[src/rtl/johnson_step_ctrl.sv]
// Command-driven Johnson phase sequencer: one ring step per programmed interval, done pulse at end of move.
// Optional build macro JSTEP_PAUSE_EN adds a pause input that freezes a running move.
module johnson_step_ctrl #(
  parameter int WIDTH  = 4,
  parameter int STEP_W = 8,
  parameter int DIV_W  = 8
) (
  input  logic              clk,
  input  logic              rst,
  input  logic              cmd_valid,
  output logic              cmd_ready,
  input  logic              cmd_dir,
  input  logic [STEP_W-1:0] cmd_steps,
  input  logic [DIV_W-1:0]  cmd_div,
  input  logic              abort,
`ifdef JSTEP_PAUSE_EN
  input  logic              pause,
`endif
  output logic [WIDTH-1:0]  phase,
  output logic              step_pulse,
  output logic              busy,
  output logic              done,
  output logic [STEP_W-1:0] remaining
);

  localparam logic [1:0] S_IDLE = 2'd0;
  localparam logic [1:0] S_RUN  = 2'd1;
  localparam logic [1:0] S_DONE = 2'd2;

  logic [1:0]        r_state;
  logic [WIDTH-1:0]  r_phase;
  logic [STEP_W-1:0] r_remaining;
  logic [DIV_W-1:0]  r_presc;
  logic [DIV_W-1:0]  r_div;
  logic              r_dir;

  logic              w_pause;
  logic              w_step;
  logic [WIDTH-2:0]  w_trans;
  logic              w_valid_code;
  logic [WIDTH-1:0]  w_next_phase;

`ifdef JSTEP_PAUSE_EN
  assign w_pause = pause;
`else
  assign w_pause = 1'b0;
`endif

  // A legal Johnson code has at most one boundary between adjacent bits.
  assign w_trans      = r_phase[WIDTH-1:1] ^ r_phase[WIDTH-2:0];
  assign w_valid_code = ((w_trans & (w_trans - 1'b1)) == '0);

  always_comb begin
    w_next_phase = '0;
    if (w_valid_code) begin
      if (r_dir) w_next_phase = {r_phase[WIDTH-2:0], ~r_phase[WIDTH-1]};
      else       w_next_phase = {~r_phase[0], r_phase[WIDTH-1:1]};
    end
  end

  assign w_step     = (r_state == S_RUN) && (r_presc == '0) && !abort && !w_pause;
  assign step_pulse = w_step;
  assign cmd_ready  = (r_state == S_IDLE);
  assign busy       = (r_state == S_RUN) || (r_state == S_DONE);
  assign done       = (r_state == S_DONE);
  assign phase      = r_phase;
  assign remaining  = r_remaining;

  always_ff @(posedge clk) begin
    if (rst) begin
      r_state     <= S_IDLE;
      r_phase     <= '0;
      r_remaining <= '0;
      r_presc     <= '0;
      r_div       <= '0;
      r_dir       <= 1'b0;
    end else begin
      case (r_state)
        S_IDLE: begin
          if (cmd_valid) begin
            r_dir       <= cmd_dir;
            r_div       <= cmd_div;
            r_presc     <= cmd_div;
            r_remaining <= cmd_steps;
            r_state     <= (cmd_steps != '0) ? S_RUN : S_DONE;
          end
        end
        S_RUN: begin
          // Abort beats both a due step and pause; remaining keeps the unissued count.
          if (abort) begin
            r_state <= S_DONE;
          end else if (!w_pause) begin
            if (r_presc != '0) begin
              r_presc <= r_presc - 1'b1;
            end else begin
              r_phase     <= w_next_phase;
              r_remaining <= r_remaining - 1'b1;
              r_presc     <= r_div;
              if (r_remaining == STEP_W'(1)) r_state <= S_DONE;
            end
          end
        end
        S_DONE:  r_state <= S_IDLE;
        default: r_state <= S_IDLE;
      endcase
    end
  end

endmodule

[config.mk]
export PLATFORM = sky130hd
export DESIGN_NAME = johnson_step_ctrl
export DESIGN_NICKNAME = d
export VERILOG_FILES = /design/src/rtl/johnson_step_ctrl.sv
export SDC_FILE = /design/constraint.sdc
export NUM_CORES = 1
export LEC_CHECK = 0
export CORE_MARGIN = 3
export CORE_UTILIZATION = 40
export DETAILED_ROUTE_END_ITERATION = 16
export GPL_TIMING_DRIVEN = 0
export PLACE_DENSITY = 0.65
export SYNTH_ARGS = -nofsm -noshare
export SYNTH_HDL_FRONTEND = slang
export SYNTH_SLANG_ARGS = --single-unit
[constraint.sdc]
create_clock -name clk -period 3.8 [get_ports clk]
set_input_delay 0.76 -clock clk [delete_from_list [all_inputs] [get_ports clk]]
set_output_delay 0.76 -clock clk [all_outputs]
set_load 0.05 [all_outputs]
==> key figures <==
Timing
  • Final hold vios: 0
  • Worst clock skew: around 0.012 ns
  • RSZ-0062 raised after global routing: no
  • Setup violators final: 0
  • Tcrit/Tclk final: 93.4%
  • Final min period: roughly 3.6 ns
  • Max-slew violations: 0
  • Slew at the pin with the worst max-slew slack: 0.629 ns
  • Hold WS: about 0.46 ns
  • Fmax: 282 MHz
  • Final WS setup: 0.249 ns
  • Max-slew headroom: between 50% and 60%

Global routing
  • Grt ovf: 0
  • Initial antenna violation count: 0
  • Vias in the first global route: 1936
  • Global-route wire length before repair: 9600 µm
  • Total GRT Usage: 22.3%
  • Largest net degree at the start of global routing: 11

Yosys
  • Post-synthesis async set-or-reset flop share: 0%
  • Synth Cell Area: approximately 1900 µm²
  • Compound-Gate Fraction of Synth Area: 30.0%
  • Multiplexer area fraction after synthesis: 2.27%
  • Synth Area in Adders: 4.53%
  • YS warnings: 0
  • #FFs+latches synth: 31
  • Yosys cell types: 49
  • Post-synthesis simple-gate area fraction: 25.2%
  • Post-Synthesis Cells: 247
  • Ys flop type: dfxtp_1
  • Mean Syn Cell Area: around 8 µm²
  • Synth Area in XOR/XNOR: less than 1%
  • Seq/Total Area, Yosys: 32.1%
  • Post-synth EDFFs: 0
  • Largest family of logic cells by synthesized area: compound AO/OA/AOI/OAI gates
  • Net Count, Synth: 275

Layout
  • Final instance area: 2490 µm²
  • Layout cells sized above 1: 8.62%
  • Highest-count cells in the layout ignoring fill and taps: nand2_1 (36), clkdlybuf4s50_1 (35), a21oi_1 (31), dfxtp_1 (31), o21ai_0 (16)
  • Commonest non-fill, non-tap cell in the layout: nand2_1
  • Antenna Cells: 0
  • Nets@finish: between 300 and 400
  • Filler cell count: 458
  • Layout Cells excl Fill: 342
  • Layout area overhead: 28.6%

Job
  • Max Cap Viol: 0

Placement
  • Area after DPL: 2350 µm²
  • Gpl congestion: 0.873
  • Pre-CTS setup slack: -0.00691 ns
  • Placed cells: 334
  • IO Port Bufs: 35
  • Hpwl dp: 4080 µm

Detailed routing
  • Remaining antenna violation count: 0
  • Vias: 2058
  • Drt drc: 0
  • DRT Wirelength: 5860 µm
  • Routed wire length per instance: 17.1 µm
  • DR vias/cell: 6.02
  • Drt pass-1 iters: 4
  • Drt first-iter violations: 191

Critical path
  • WP data arrival: 2.79 ns
  • Crit path launch: abort
  • Worst-case reg-to-reg path depth: 7
  • R2R Setup Slk: 1.26 ns
  • Element type at the critical path end: primary output
  • CP endpoint: step_pulse
  • Worst setup SP type: input port
  • Worst R2R Start: r_presc[0]$_SDFFE_PP0P_
  • Worst-path maximum fanout: 5
  • Worst Path Required: 3.04 ns
  • Crit path kind: in -> out
  • Reg-to-reg endpoint: r_state[0]$_SDFFE_PP0P_

Status
  • Outcome: complete, no violations

Power and ir drop
  • Overall Power: 1.34 mW
  • Max VDD drop: 0.244 mV
  • Leak Pwr: slightly below 0.9 nW
  • PwrDens: ~540 nW/µm²

Floorplanning
  • Initial core utilization: 42.9%
  • Rows: 24
  • Die height: 75.5 µm
  • Core area: about 4500 µm²
  • Boundary Pins: 37
  • DIE WIDTH: 75.5 µm
  • Full die area: 5700 µm²

Clock network
  • Clock Sinks: 31
  • Clk_lat worst skew: ~0.3 ns
  • Total CTS buffers: 5
  • Cts hold-fix bufs: 0
  • Max Buffers Root-to-Sink: 2
  • H-tree depth: 2
  • Root Buffer: clkbuf_8
  • Clock slew at reported path FFs: 0.07 ns
  • TritonCTS clock tree: yes

Worst hold path
  • Tightest Hold Check Type: reg -> reg
-- Yosys cell counts, types with 3 or more instances --
cell	count	area, µm²
or3b_2	3	26.3
nand2b_1	5	31.3
o211ai_1	8	60.1
nand3_1	7	35.0
mux2_2	3	33.8
a221oi_1	4	35.0
nor2_1	9	33.8
inv_1	10	37.5
a21oi_1	31	155
dfxtp_1	31	621
ha_1	7	87.6
o21ai_0	16	80.1
o31ai_1	3	22.5
a211oi_1	4	30.0
nor2b_1	6	37.5
clkbuf_1	11	41.3
nor4_1	6	37.5
nor3_1	4	20.0
nand2_1	36	135
nor3b_1	3	22.5
-- repair_timing --
action	4_1_cts	5_1_grt
buffers inserted	0	0
gates cloned	0	0
setup endpoints to repair	1	1
resized for setup	1	2
-- flip-flops by register name, summed over array words and instances, names as in the netlist --
signal,count
remaining,8
r_presc,8
r_state,2
r_dir,1
r_div,8
phase,4
-- layer usage --
metal  track usage, %  vias to the layer above  share of wire [%]
li1                 -                     1009                  -
met1             31.6                      970                 46
met2             32.8                       69                 45
met3             4.35                       10                6.3
met4             9.90                        0                1.8
met5                0                        -                  0
-- critical path, stage by stage --
cell	delay, ns
clkdlybuf4s50_1	0.42
nor2b_1	0.30
nand3_1	0.26
inv_1	0.22
clkdlybuf4s50_1	0.83
-- cells by family (layout without fill, tap and decap cells) --
logic type | count (synthesis) | count (layout)
buffers and inverters | 24 | 67
and+or+nand+nor | 92 | 92
DFF | 31 | 31
muxes | 4 | 4
xor gates and xnor gates | 1 | 1
adders and majority gates | 7 | 7
AOI/OAI and AO/OA | 88 | 88
-- power breakdown --
group / internal, mW / leakage (nW) / switching, mW
Combinational: 0.219 / 0.569 / 0.344
Clock: 0.212 / 0.0612 / 0.141
Sequential: 0.367 / 0.255 / 0.0539
-- per-stage QoR --
stage                     util (%)  setup TNS [ns]
after global placement        52.1               0
final                         55.2               0
after floorplan                  -               0
after global routing          55.2               0
after detailed placement      52.1        -0.00691
after CTS                     54.9               0
-- worst min-delay path by stage --
stage	startpoint	slack, ns	end	depth (start not counted)
after floorplan	r_div[6]$_SDFFE_PP0P_	0.43	r_div[6]$_SDFFE_PP0P_	2
after global placement	r_div[0]$_SDFFE_PP0P_	0.45	r_div[0]$_SDFFE_PP0P_	2
after detailed placement	r_div[0]$_SDFFE_PP0P_	0.45	r_div[0]$_SDFFE_PP0P_	2
after CTS	r_div[0]$_SDFFE_PP0P_	0.46	r_div[0]$_SDFFE_PP0P_	2
after global routing	r_div[2]$_SDFFE_PP0P_	0.48	r_div[2]$_SDFFE_PP0P_	2
final	r_div[0]$_SDFFE_PP0P_	0.46	r_div[0]$_SDFFE_PP0P_	2
-- area by class of cell --
cell class	instances	area [µm²]	share of cell area, %
buffer	14	68.8	2.77
multi-input combinational	192	1230	49.3
clock inverter	2	35.0	1.41
inverter	10	37.5	1.51
tap	52	65.1	2.62
clock buffer	6	82.6	3.32
sequential	31	621	25.0
timing repair buffer	35	350	14.1
No activity file was read; power rests on OpenSTA's default activity.
